==> src/rtl/ahb_error_slave.sv <==
// AHB-Lite default slave: every accepted transfer gets a two-cycle ERROR response, optionally delayed by wait states.
// Optional error log (ERR_CLR/ERR_ADDR/ERR_WRITE/ERR_COUNT) is built when AHB_ERROR_SLAVE_ERRLOG_EN is defined.
module ahb_error_slave #(
  parameter int DATA_W      = 64,
  parameter int ADDR_W      = 32,
  parameter int WAIT_STATES = 0,
  parameter int CNT_W       = 16
) (
  input  logic              HCLK,
  input  logic              HRESET,
  input  logic              HSEL,
  input  logic [ADDR_W-1:0] HADDR,
  input  logic [1:0]        HTRANS,
  input  logic              HWRITE,
  input  logic [2:0]        HSIZE,
  input  logic [2:0]        HBURST,
  input  logic [3:0]        HPROT,
  input  logic              HMASTLOCK,
  input  logic              HREADY,
  input  logic [DATA_W-1:0] HWDATA,
  output logic [DATA_W-1:0] HRDATA,
  output logic              HREADYOUT,
  output logic              HRESP
`ifdef AHB_ERROR_SLAVE_ERRLOG_EN
  ,
  input  logic              ERR_CLR,
  output logic [ADDR_W-1:0] ERR_ADDR,
  output logic              ERR_WRITE,
  output logic [CNT_W-1:0]  ERR_COUNT
`endif
);

  typedef enum logic [1:0] {
    S_IDLE = 2'd0,
    S_WAIT = 2'd1,
    S_ERR1 = 2'd2,
    S_ERR2 = 2'd3
  } state_t;

  localparam logic [3:0] WAIT_LOAD = (WAIT_STATES > 0) ? 4'(WAIT_STATES - 1) : 4'd0;

  state_t     state_q, state_d;
  logic [3:0] cnt_q, cnt_d;
  logic       accept;

  // Only IDLE and ERR2 drive HREADYOUT high, so only they can take a new address phase.
  assign accept = HSEL && HREADY && HTRANS[1] &&
                  ((state_q == S_IDLE) || (state_q == S_ERR2));

  assign HRDATA = '0;

  always_comb begin
    state_d = state_q;
    cnt_d   = cnt_q;
    unique case (state_q)
      S_IDLE: begin
        if (accept) begin
          if (WAIT_STATES > 0) begin
            state_d = S_WAIT;
            cnt_d   = WAIT_LOAD;
          end else begin
            state_d = S_ERR1;
          end
        end
      end
      S_WAIT: begin
        if (cnt_q == 4'd0) begin
          state_d = S_ERR1;
        end else begin
          cnt_d = cnt_q - 4'd1;
        end
      end
      S_ERR1: state_d = S_ERR2;
      S_ERR2: begin
        if (accept) begin
          if (WAIT_STATES > 0) begin
            state_d = S_WAIT;
            cnt_d   = WAIT_LOAD;
          end else begin
            state_d = S_ERR1;
          end
        end else begin
          state_d = S_IDLE;
        end
      end
    endcase
  end

  // Outputs are flopped from the next state so they match the state register exactly.
  always_ff @(posedge HCLK or negedge HRESET) begin
    if (!HRESET) begin
      state_q   <= S_IDLE;
      cnt_q     <= 4'd0;
      HREADYOUT <= 1'b1;
      HRESP     <= 1'b0;
    end else begin
      state_q   <= state_d;
      cnt_q     <= cnt_d;
      HREADYOUT <= (state_d == S_IDLE) || (state_d == S_ERR2);
      HRESP     <= (state_d == S_ERR1) || (state_d == S_ERR2);
    end
  end

`ifdef AHB_ERROR_SLAVE_ERRLOG_EN
  // Capture beats clear for address/direction; clear beats capture for the count.
  always_ff @(posedge HCLK or negedge HRESET) begin
    if (!HRESET) begin
      ERR_ADDR  <= '0;
      ERR_WRITE <= 1'b0;
      ERR_COUNT <= '0;
    end else begin
      if (accept) begin
        ERR_ADDR  <= HADDR;
        ERR_WRITE <= HWRITE;
      end else if (ERR_CLR) begin
        ERR_ADDR  <= '0;
        ERR_WRITE <= 1'b0;
      end
      if (ERR_CLR) begin
        ERR_COUNT <= '0;
      end else if (accept && (ERR_COUNT != {CNT_W{1'b1}})) begin
        ERR_COUNT <= ERR_COUNT + CNT_W'(1);
      end
    end
  end

  logic unused_inputs;
  assign unused_inputs = ^{HSIZE, HBURST, HPROT, HMASTLOCK, HWDATA, HTRANS[0]};
`else
  logic unused_inputs;
  assign unused_inputs = ^{HSIZE, HBURST, HPROT, HMASTLOCK, HWDATA, HTRANS[0], HADDR, HWRITE};
`endif

endmodule

==> config.mk <==
export PLATFORM = sky130hd
export DESIGN_NAME = ahb_error_slave
export DESIGN_NICKNAME = d
export VERILOG_FILES = /design/src/rtl/ahb_error_slave.sv
export SDC_FILE = /design/constraint.sdc
export NUM_CORES = 1
export LEC_CHECK = 0
export CAP_MARGIN = 25
export CORE_MARGIN = 5
export CORE_UTILIZATION = 17
export DETAILED_ROUTE_END_ITERATION = 6
export PLACE_DENSITY = 0.74
export SLEW_MARGIN = 5
export SYNTH_ARGS = -nofsm -noshare
export SYNTH_HDL_FRONTEND = slang
export SYNTH_SLANG_ARGS = --single-unit
==> constraint.sdc <==
create_clock -name HCLK -period 1.3 [get_ports HCLK]
set_input_delay 0.26 -clock HCLK [delete_from_list [all_inputs] [get_ports HCLK]]
set_output_delay 0.26 -clock HCLK [all_outputs]
set_load 0.02 [all_outputs]
==> results.cfg <==
[sta]
hold_viol = 0
setup_viol = 3
finClkSkew_ns = 0.002822
min_period_ns = 1.447
slew_violations = 0
post-route-period-util_pct = 111.3
max_freq_mhz = 691.3
rsz0062_at_grt = yes
hold_slack_ns = 0.3084
setup_ws_ns = -0.1466

[synth]
ys_ff_latch = 7
syn_avg_cell_area_um2 = 8.564
ys_types = 19
synthCells = 103
yosys_warnings = 0
ys_seq_area_share_pct = 20.00
netlist_area_um2 = 882.1

[floorplan]
die-height_um = 82.04
die_area_um2 = 6730
die_w_um = 82.04
core-area_um2 = 5075
rows = 26
initial_core_util_pct = 17.38
io_pins = 180

[routing]
dr.pass1.iters = 2
drt-total-wl_mm = 1.316
wire_per_inst_um = 6.854
post-route-drc-count = 0
vias = 489
ant_nets = 0
dr.first_iter.drc_count = 5
vias_per_cell = 2.547

[clock_network]
postCtsHoldBufs = 0
clkTransAtPathRegs_ns = 0.04
numCtsBuffers = 3
cts-root-buf = clkbuf_8
htreeDepth = 1
numClockSinks = 7
cts_tree = done
clk_path_buf_depth = 2
clock_latency_ns = 0.22

[grt]
overflow = 0
grt_max_degree = 8
grt_pass1_vias = 365
grt_use_total_pct = 2.925
antenna_found_initial = 0
grt_pass1_wl_mm = 1.400

[run_status]
status = finished with violations
violations = negative setup slack

[setup_path]
crit_fanout = 2
start_kind = flop
end_kind = flop
crit_arrival_ns = 1.59
timing.critical_path.slowest_cell_delay_ns = 0.38
critical-path-slowest-cell = dfrtp_1
crit_chain = inv_2 > ha_4 > nand4b_1 > o21ai_1 > o22a_1 > xnor2_2
critPathKind = flop to flop
worst_ep_required_time_ns = 1.45

[power]
power_frac_comb_pct = 59.8
p_int_uw = 901.5
power_per_cell_area_nw_per_um2 = 1618
p_sw_uw = 635.2
total_power_uw = 1537
clkPwrFrac_pct = 19.5
seqPwrFrac_pct = 20.7
p_leak_uw = 0.0004962
p_sw_share_pct = 41.34
vdd_drop_max_mv = 0.3811

[cells_and_area]
fin_cells = 192
area_delta_synth_final_pct = 7.660
layout-drive-gt1-share_pct = 21.31
diodes = 0
fin_nets = 242

[place]
place_hpwl_mm = 1.147
port_buffers = 6
post-place-ws_ns = -0.1748
dpl.cell_count = 186
gp_congestion = 0.6351

[min_path]
min_path_type = primary input to async pin

[job]
maxCapViolCount = 0
-- logic make-up after synthesis --
logic type,count (synthesis),synth area share (%)
buffers and inverters,69,56.60
DFF,7,20.00
AOI/OAI and AO/OA,7,5.957
xor gates and xnor gates,3,2.979
other,1,0.4251
adders and majority gates,5,7.092
and+or+nand+nor,11,6.952
-- cell usage after synthesis, drive strengths merged --
cell,n,area (um^2)
a31oi,1,12.51
buf,64,480.5
conb,1,3.750
dfrtp,6,150.1
dfstp,1,26.28
ha,5,62.56
inv,5,18.77
nand2,5,18.77
nand2b,1,6.260
nand4b,1,8.760
nor2,2,7.510
nor3b,1,7.510
nor4,1,12.51
o21a,1,7.510
o21ai,4,23.77
o22a,1,8.760
xnor2,2,17.52
xor2,1,8.760
-- power groups by stage --
stage	clock network (uW)	registers (uW)	logic, uW
after floorplan	0	386	577
after global placement	0	320	747
after detailed placement	0	322	769
after CTS	311	322	832
after global routing	321	324	1010
final	300	318	919
-- state kept, by name, summed over array words and instances (netlist names) --
| register | count |
|---|---|
| cnt_q | 4 |
| HREADYOUT | 1 |
| state_q | 1 |
| HRESP | 1 |
-- area by class of cell --
type / instances / area [um^2]
Fill cell: 586 / 4125
Multi-Input combinational cell: 90 / 485.5
Sequential cell: 7 / 177.7
Timing Repair Buffer: 16 / 135.1
Tap cell: 70 / 87.58
Clock buffer: 4 / 45.04
Inverter: 5 / 18.77
-- cell usage in the layout (no fill, tap or decap), types with 2 or more instances in the layout --
cell	count
conb_1	64
buf_4	9
nand2_1	5
dfrtp_1	5
clkdlybuf4s50_1	4
inv_1	3
clkbuf_8	3
nor2_1	2
inv_2	2
o21ai_0	2
ha_4	2
ha_1	2
-- final timing paths --
check,from,to,slack [ns],depth (start not counted)
max,state_q[0],HREADYOUT,-0.15,6
min,HRESET,cnt_q[1],0.31,1
max reg2reg,state_q[0],HREADYOUT,-0.15,6
min reg2reg,cnt_q[2],cnt_q[2],0.56,2
max in group asynchronous,HRESET,HREADYOUT,0.69,1
min in group HCLK,cnt_q[2],cnt_q[2],0.56,2
-- through the flow --
step	TNS [ns]	cell area [um^2]	util, %
finish	-0.3134	949.7	18.71
global route	-0.7218	949.7	18.71
CTS	-0.2807	908.4	17.90
detailed placement	-0.3234	847.1	16.69
global placement	-0.2452	847.1	16.69
floorplan	-0.1223	1120	-
-- metal layers --
layer	track usage [%]	wire [um]	vias to the layer above	part of all wire, %
met5	0	0	-	0
met4	2.492	0	0	0
met3	1.316	208	0	16
met2	3.958	623	38	47
met1	3.446	484	223	37
li1	-	-	228	-
-- critical path: cells and delay by family, from the launching register on --
family / cells / cell delay (ns)
xor+xnor: 1 / 0.13
simple gates: 1 / 0.19
compound gates: 2 / 0.38
fa+ha+maj: 1 / 0.20
buf+inv: 1 / 0.09
flops: 1 / 0.38
-- repair_timing --
item / in CTS / in global routing
hold endpoints to repair: 0 / 0
resized for setup: 9 / 6
setup endpoints to repair: 4 / 6
pin swaps: 4 / 8
buffers inserted: 1 / 1
No activity file was read; power rests on OpenSTA's default activity.
